===== config.mk =====
export PLATFORM = sky130hd
export DESIGN_NAME = regfile_wb_arbiter
export DESIGN_NICKNAME = d
export VERILOG_FILES = /design/src/rtl/regfile_wb_arbiter.sv
export SDC_FILE = /design/constraint.sdc
export NUM_CORES = 1
export LEC_CHECK = 0
export ABC_AREA = 1
export BUFFER_PORTS_ARGS = -buffer_cell sky130_fd_sc_hd__buf_2
export CAP_MARGIN = 20
export CORE_MARGIN = 2
export CORE_UTILIZATION = 45
export DETAILED_ROUTE_END_ITERATION = 8
export GPL_ROUTABILITY_DRIVEN = 1
export GPL_TIMING_DRIVEN = 0
export RECOVER_POWER = 25
export SKIP_LAST_GASP = 1
export SLEW_MARGIN = 20
export SYNTH_ARGS = -nofsm -noshare
export SYNTH_HDL_FRONTEND = slang
export SYNTH_SLANG_ARGS = --single-unit

===== constraint.sdc =====
create_clock -name CLK -period 5.57 [get_ports CLK]
set_clock_uncertainty 0.2 [all_clocks]
set_input_delay 0.8355 -clock CLK [delete_from_list [all_inputs] [get_ports CLK]]
set_output_delay 0.8355 -clock CLK [all_outputs]
set_load 0.02 [all_outputs]

===== src/rtl/regfile_wb_arbiter.sv =====
// -----------------------------------------------------------------------------
// regfile_wb_arbiter
//
// Shares the single register-file write port between the in-order pipeline
// writeback stage and the multi-cycle MUL/DIV unit.
//   - Pipeline WB always wins the port and is never back-pressured.
//   - MUL/DIV results wait in a DEPTH-entry FIFO and drain on free cycles.
//   - A WB write to xr squashes every queued MUL/DIV entry for xr, because the
//     newer pipeline value must win.
//   - When the FIFO head has been blocked MAX_WAIT cycles in a row, PIPE_STALL
//     asks the pipeline to hold WB_EN low so the head can drain.
//   - PENDING lists destinations of valid queued entries for decode hazards.
//
// Optional feature (macro WBARB_BYPASS_EN):
//   defined   : an MD transfer that finds the FIFO empty and the port free
//               skips the FIFO and is written on the next cycle.
//   undefined : every MD transfer goes through the FIFO.
//
// Ports
//   CLK, RESET                      clock, synchronous active-high reset
//   WB_EN, WB_ADDR, WB_DATA         pipeline writeback request
//   MD_VALID, MD_READY              MUL/DIV handshake
//   MD_ADDR, MD_DATA                MUL/DIV result
//   WRITE_ENABLE/ADDRESS/DATA       registered register-file write port
//   PENDING                         bit r set while a valid entry targets xr
//   PIPE_STALL                      pipeline must keep WB_EN low while high
//   ERR                             sticky: WB_EN seen while PIPE_STALL high
//
// Handshake: an MD result transfers on a rising edge where MD_VALID and
// MD_READY are both high; MD_READY depends only on registered state, so the
// producer may hold MD_VALID and its payload until it sees the transfer.
// -----------------------------------------------------------------------------
module regfile_wb_arbiter #(
    parameter int DEPTH    = 4,
    parameter int MAX_WAIT = 8
) (
    input  logic        CLK,
    input  logic        RESET,
    input  logic        WB_EN,
    input  logic [4:0]  WB_ADDR,
    input  logic [31:0] WB_DATA,
    input  logic        MD_VALID,
    output logic        MD_READY,
    input  logic [4:0]  MD_ADDR,
    input  logic [31:0] MD_DATA,
    output logic        WRITE_ENABLE,
    output logic [4:0]  WRITE_ADDRESS,
    output logic [31:0] WRITE_DATA,
    output logic [31:0] PENDING,
    output logic        PIPE_STALL,
    output logic        ERR
);

    localparam int PW = $clog2(DEPTH);
    localparam int CW = $clog2(DEPTH + 1);
    localparam int WW = $clog2(MAX_WAIT + 1);

    logic [4:0]       addr_q [DEPTH];
    logic [4:0]       addr_d [DEPTH];
    logic [31:0]      data_q [DEPTH];
    logic [31:0]      data_d [DEPTH];
    logic [DEPTH-1:0] vld_q, vld_d;
    logic [PW-1:0]    rd_ptr_q, rd_ptr_d;
    logic [PW-1:0]    wr_ptr_q, wr_ptr_d;
    logic [CW-1:0]    count_q, count_d;
    logic [WW-1:0]    wait_q, wait_d;
    logic             ready_q, ready_d;
    logic             stall_q, stall_d;
    logic             err_q, err_d;
    logic             we_q, we_d;
    logic [4:0]       wa_q, wa_d;
    logic [31:0]      wd_q, wd_d;

    logic wb_write, head_occ, head_valid, md_fire, md_keep, bypass, push, pop;

    always_comb begin
        addr_d   = addr_q;
        data_d   = data_q;
        vld_d    = vld_q;
        rd_ptr_d = rd_ptr_q;
        wr_ptr_d = wr_ptr_q;
        count_d  = count_q;
        wait_d   = wait_q;

        // x0 writes are non-writes and leave the port free
        wb_write   = WB_EN && (WB_ADDR != 5'd0);
        head_occ   = (count_q != '0);
        head_valid = head_occ && vld_q[rd_ptr_q];
        md_fire    = MD_VALID && ready_q;
        // x0 results and results overwritten by a same-cycle WB are dropped
        md_keep    = md_fire && (MD_ADDR != 5'd0) && !(wb_write && (WB_ADDR == MD_ADDR));
`ifdef WBARB_BYPASS_EN
        bypass     = md_keep && !head_occ && !wb_write;
`else
        bypass     = 1'b0;
`endif
        push       = md_keep && !bypass;
        // Any non-WB cycle retires the head, written or squashed
        pop        = head_occ && !wb_write;

        we_d = 1'b0;
        wa_d = 5'd0;
        wd_d = 32'd0;
        if (wb_write) begin
            we_d = 1'b1;
            wa_d = WB_ADDR;
            wd_d = WB_DATA;
        end else if (head_valid) begin
            we_d = 1'b1;
            wa_d = addr_q[rd_ptr_q];
            wd_d = data_q[rd_ptr_q];
        end else if (bypass) begin
            we_d = 1'b1;
            wa_d = MD_ADDR;
            wd_d = MD_DATA;
        end

        for (int i = 0; i < DEPTH; i++) begin
            if (wb_write && (addr_q[i] == WB_ADDR)) begin
                vld_d[i] = 1'b0;
            end
        end

        if (pop) begin
            vld_d[rd_ptr_q] = 1'b0;
            rd_ptr_d        = PW'(rd_ptr_q + 1'b1);
        end
        if (push) begin
            addr_d[wr_ptr_q] = MD_ADDR;
            data_d[wr_ptr_q] = MD_DATA;
            vld_d[wr_ptr_q]  = 1'b1;
            wr_ptr_d         = PW'(wr_ptr_q + 1'b1);
        end

        case ({push, pop})
            2'b10:   count_d = CW'(count_q + 1'b1);
            2'b01:   count_d = CW'(count_q - 1'b1);
            default: count_d = count_q;
        endcase
        ready_d = (count_d < CW'(DEPTH));

        // Counter saturates at MAX_WAIT so the stall stays up until the pop
        if (pop || !head_occ) begin
            wait_d = '0;
        end else if (wb_write && head_valid && (wait_q < WW'(MAX_WAIT))) begin
            wait_d = WW'(wait_q + 1'b1);
        end
        stall_d = (wait_d >= WW'(MAX_WAIT));
        err_d   = err_q || (WB_EN && stall_q);
    end

    always_ff @(posedge CLK) begin
        if (RESET) begin
            for (int i = 0; i < DEPTH; i++) begin
                addr_q[i] <= 5'd0;
                data_q[i] <= 32'd0;
            end
            vld_q    <= '0;
            rd_ptr_q <= '0;
            wr_ptr_q <= '0;
            count_q  <= '0;
            wait_q   <= '0;
            ready_q  <= 1'b0;
            stall_q  <= 1'b0;
            err_q    <= 1'b0;
            we_q     <= 1'b0;
            wa_q     <= 5'd0;
            wd_q     <= 32'd0;
        end else begin
            addr_q   <= addr_d;
            data_q   <= data_d;
            vld_q    <= vld_d;
            rd_ptr_q <= rd_ptr_d;
            wr_ptr_q <= wr_ptr_d;
            count_q  <= count_d;
            wait_q   <= wait_d;
            ready_q  <= ready_d;
            stall_q  <= stall_d;
            err_q    <= err_d;
            we_q     <= we_d;
            wa_q     <= wa_d;
            wd_q     <= wd_d;
        end
    end

    logic [31:0] pending_mask;
    always_comb begin
        pending_mask = 32'd0;
        for (int i = 0; i < DEPTH; i++) begin
            if (vld_q[i]) begin
                pending_mask[addr_q[i]] = 1'b1;
            end
        end
    end

    assign MD_READY      = ready_q;
    assign WRITE_ENABLE  = we_q;
    assign WRITE_ADDRESS = wa_q;
    assign WRITE_DATA    = wd_q;
    assign PENDING       = pending_mask;
    assign PIPE_STALL    = stall_q;
    assign ERR           = err_q;

endmodule

* Word-level counts from Yosys, hierarchy flattened
Cells that the tools add are included.
Word-level totals: register bits after elaboration 204, logic and storage cells 131, bits of input ports 78
Cells by class: reductions and logical operators 29, bitwise gates (word level) 8, $add $sub $neg 5, mux-type cells 45, equality and inequality tests 7, order comparisons 18
Operators by type and width (number):
- 32-bit 2-to-1 mux | 9
- 128-bit bitwise mux | 1
- 32-bit bitwise OR | 3
- 32-bit binary-select mux with 2-bit select | 1
- 32-bit demux with 2-bit select | 1
- 5-bit == test | 5
- 5-bit 2-to-1 mux | 5
- 5-bit by 6-bit less-than comparator with 1-bit output (second input constant) | 4
- 1-bit logical AND | 21
- 20-bit bitwise mux | 1
- 1-bit demux with 5-bit select | 4
- 5-bit by 1-bit >= comparator with 1-bit output (second input constant) | 4
- 4-bit 2-to-1 mux | 4
- 1-bit 2-to-1 mux | 13
- 5-bit binary-select mux with 2-bit select | 1
- 5-bit demux with 2-bit select | 1
- 5-bit nonzero test | 2
- 3-bit >= comparator (second input constant) | 2
- 2-bit by 3-bit less-than comparator with 1-bit output (second input constant) | 2
- 2-bit inverter with 3-bit output | 2
- 3-bit case mux with 2 select lines | 1
- 2-bit by 1-bit adder with 2-bit output (second input constant) | 2
- 4-bit by 1-bit adder with 4-bit output (second input constant) | 1
- 4-bit bitwise AND | 1
- 16 further kinds | 21

* Longest topological paths before layout
word-level depth 11, mapped depth 16

* Worst setup path after synthesis
OpenSTA, ideal clock, no wires.
path kind input -> register, start input port WB_ADDR[0], end register (tool-made name), stages 15, setup time 0.128 ns, setup slack 2.459 ns, arrival 2.783 ns, cells stage by stage buf_2 nor2_1 nand3_2 nand2_4 inv_2 nand3_4 buf_4 nand2_1 ha_1 fa_1 a21oi_1 o21ai_0 xor2_1 inv_1 nor2_1
RTL lines:
- start, declared | line 40 | input logic [4:0] WB_ADDR,

==> results.md <==
- Final count of negative-setup-slack endpoints: 0
- Power share of the clock group: a little under a third
- Status: finished, final reports clean
- Diode count: 0
- Tmin final: roughly 4.1 ns
- Share of cells above drive strength 1: around an eighth
- CTS buffer count: 24
- Final Power: slightly below 0.005 W
- Reg clk slew, reported paths: 0.05 ns
- Hold_buf cts: 0
- Die ar.: 0.02733 mm²
- Net count, final: about 2100
- Crit-path slowest cell: clkbuf_1
- First-pass GRT wire length: between 60000 and 70000 µm
- GRT Overall Usage: between 20% and 30%
- Placed cells: 2343
- R2R cell count: 11
- Hold WS: ~0.27 ns
- Worst-skew pair later-pin latency: approximately 0.53 ns
- Max IR drop VDD: 0.2476 mV
- Crit Path Class: in -> reg
- Iter 0 DRT Violations: 998
- CP required: 5.76 ns
- Num ports: 151
- RSZ-0062 raised after global routing: false
- Final slew viol count: 0
- Crit end category: register
- Highest-count cells in the layout ignoring fill and taps: 446 x nand2_1, 305 x inv_1, 203 x dfxtp_1
- CP max FO: 10
- Reg power frac: between 30% and 40%
- Maximum clock rate: approximately 240 MHz
- Placer Congestion: approximately 0.92
- Grt ovf: 0
- PortBufs: 144
- Setup_tns: 0 ns
- Drt pass-1 iters: 6
- Filler Cells Inserted: around 2800
- Crit path largest cell delay: around 0.52 ns
- Leak: 6.276 nW
- Cell mode on critical path: inv_1
- Residual DRC: 0
- Vias: 12395
- Post-CTS Setup Inserts: 0
- Place WS: around 1.9 ns
- Clk sink count: a little over 200
- Netlist cell types: 31
- Top cells by area, synth: dfxtp_1 35%, nand2_1 14%, inv_1 9.7%, nand4_1 8.1%, nor2_1 6.2%
- DP HPWL: approximately 30000 µm
- Switch Pwr: about 0.0019 W
- Worst-Margin Slew: around 1.1 ns
- Synth Register Bits: 203
- Area Overhead vs Synth: 14.86%
- Final WL: 40980 µm
- Syn nets: 1953
- CP startpoint kind: primary input
- Largest net degree at the start of global routing: 13
- Yosys top cell by area: dfxtp_1
- YS warnings: 0
- Multi-input logic area: ~0.0055 mm²
- Per-cell routed wire length: between 15 and 20 µm
- Comb pwr share: approximately a third
- Hold Crit Depth: 2
- Num rows: 59
- Core box area: 0.02584 mm²
- Avg Vias per Cell: between 5 and 6
- Clk root buf: clkbuf_16
- Initial Util: between 40% and 50%
- Max Buffers Root-to-Sink: 3
- Fin worst setup slack: between 1 and 1.5 ns
- Worst Path Arrival: about 4.3 ns
- Die Wd: ~170 µm
- Final worst-path cycle share: between 70% and 80%
- Mapped Cells: between 1500 and 2000
- Syn Std Cell Area: around 0.012 mm²
- # H-tree levels: 1
- Vias in the first global route: between 10000 and 15000
- Post-CTS resize count: 0
- Area share of the largest cell type after synthesis: 34.70%
- Antenna violations before repair: 0
- Max-cap viol count: 0
- Clock tree from TritonCTS: done
- CP Cell Sequence: clkbuf_1 -> inv_1 -> nand3_1 -> nand2_1 -> inv_1 -> nand3_1 -> clkbuf_1 -> nand2_1 -> ha_1 -> fa_1 -> a21oi_1 -> o21ai_0 -> xor2_1 -> inv_1 -> nor2_1
- Non-filler instance count after layout: about 2400
- Register Area: ~0.0041 mm²
- Worst slew margin: around a quarter
- Post-synthesis sequential area ratio: roughly a third
- Most common cell after layout, fill and taps aside: nand2_1
- Power density over the cells: between 300 and 400 mW/mm²
- Fin. Hold Viols: 0
- Chip height: about 170 µm
- Avg Cell Area, Syn: 6.284 µm²
- Class of the worst hold path: reg -> reg
- Final ANT Viol Nets: 0
- Pint: 0.002928 W
- Switching Share: 39.81%
## critical path, delay by kind of cell
kind | cells | cell delay [ns]
buffers and inverters | 5 | 1.12
AOI/OAI and AO/OA | 2 | 0.25
adders and majority gates | 2 | 0.73
and+or+nand+nor | 5 | 1.21
xor gates and xnor gates | 1 | 0.17
## path summary, 6_finish.rpt
path                   start       end  slack, ns
setup / recovery  WB_ADDR[4]  register       1.42
hold / removal           ERR       ERR       0.27
setup reg to reg    MD_READY  register       2.67
hold reg to reg          ERR       ERR       0.27
## per-layer routing
layer | GRT usage (%) | part of all wire, % | wire length [µm] | up-vias
met2 | 52.08 | 48 | 19500 | 437
met5 | 0 | 0 | 0 | -
li1 | - | - | - | 6216
met3 | 2.847 | 5.9 | 2399 | 71
met4 | 9.248 | 2.8 | 1128 | 0
met1 | 38.86 | 44 | 17950 | 5671
## synth_stat cells, drive strengths merged
library cell / count
inv: 370
nand4: 152
nand3: 53
a22oi: 3
a21oi: 142
nand3b: 1
o22ai: 2
clkbuf: 67
a21boi: 1
buf: 61
nor3: 16
xnor2: 7
o221ai: 33
o22a: 8
nor2: 197
xor2: 9
dfxtp: 203
fa: 1
o21ai: 81
ha: 10
nand2: 446
o21a: 1
## state kept, by name, summed over array words and instances (netlist names), named ones only
signal	count
data_q	128
WRITE_DATA	32
addr_q	20
WRITE_ADDRESS	5
vld_q	4
wait_q	4
count_q	2
rd_ptr_q	2
wr_ptr_q	2
ERR	1
MD_READY	1
WRITE_ENABLE	1
## layout make-up
| cell class | instances | share of cell area [%] |
|---|---|---|
| multi-input cells | 1163 | 41.16 |
| flip-flops and latches | 203 | 30.21 |
| inverters | 370 | 10.32 |
| clock buffers | 36 | 5.097 |
| repair buffers | 144 | 4.976 |
| plain buffers | 128 | 4.846 |
| well taps | 335 | 3.116 |
| clock inverters | 5 | 0.2697 |
## power by group through the flow
stage          registers, W  logic (W)  clock network [W]
6_report            0.00169    0.00170            0.00148
3_5_place_dp        0.00172    0.00170                  0
5_1_grt             0.00170    0.00190            0.00155
4_1_cts             0.00168    0.00171            0.00149
3_3_place_gp        0.00171    0.00168                  0
2_1_floorplan       0.00172    0.00113                  0
## metrics by stage
step                cell area, µm²  utilization [%]
floorplan                    11710                -
global placement             12850            49.74
detailed placement           12850            49.74
CTS                          13570            52.54
global route                 13450            52.07
finish                       13450            52.07
## logic make-up after synthesis
family	count (synthesis)	synth area share [%]
AO/OA/AOI/OAI	271	13.02
XOR/XNOR	16	1.197
adder cells (fa/ha/maj)	11	1.239
buffers and inverters	498	17.64
flip-flops	203	34.70
AND/OR/NAND/NOR	865	32.21
Power figures use the tool's default switching activity.
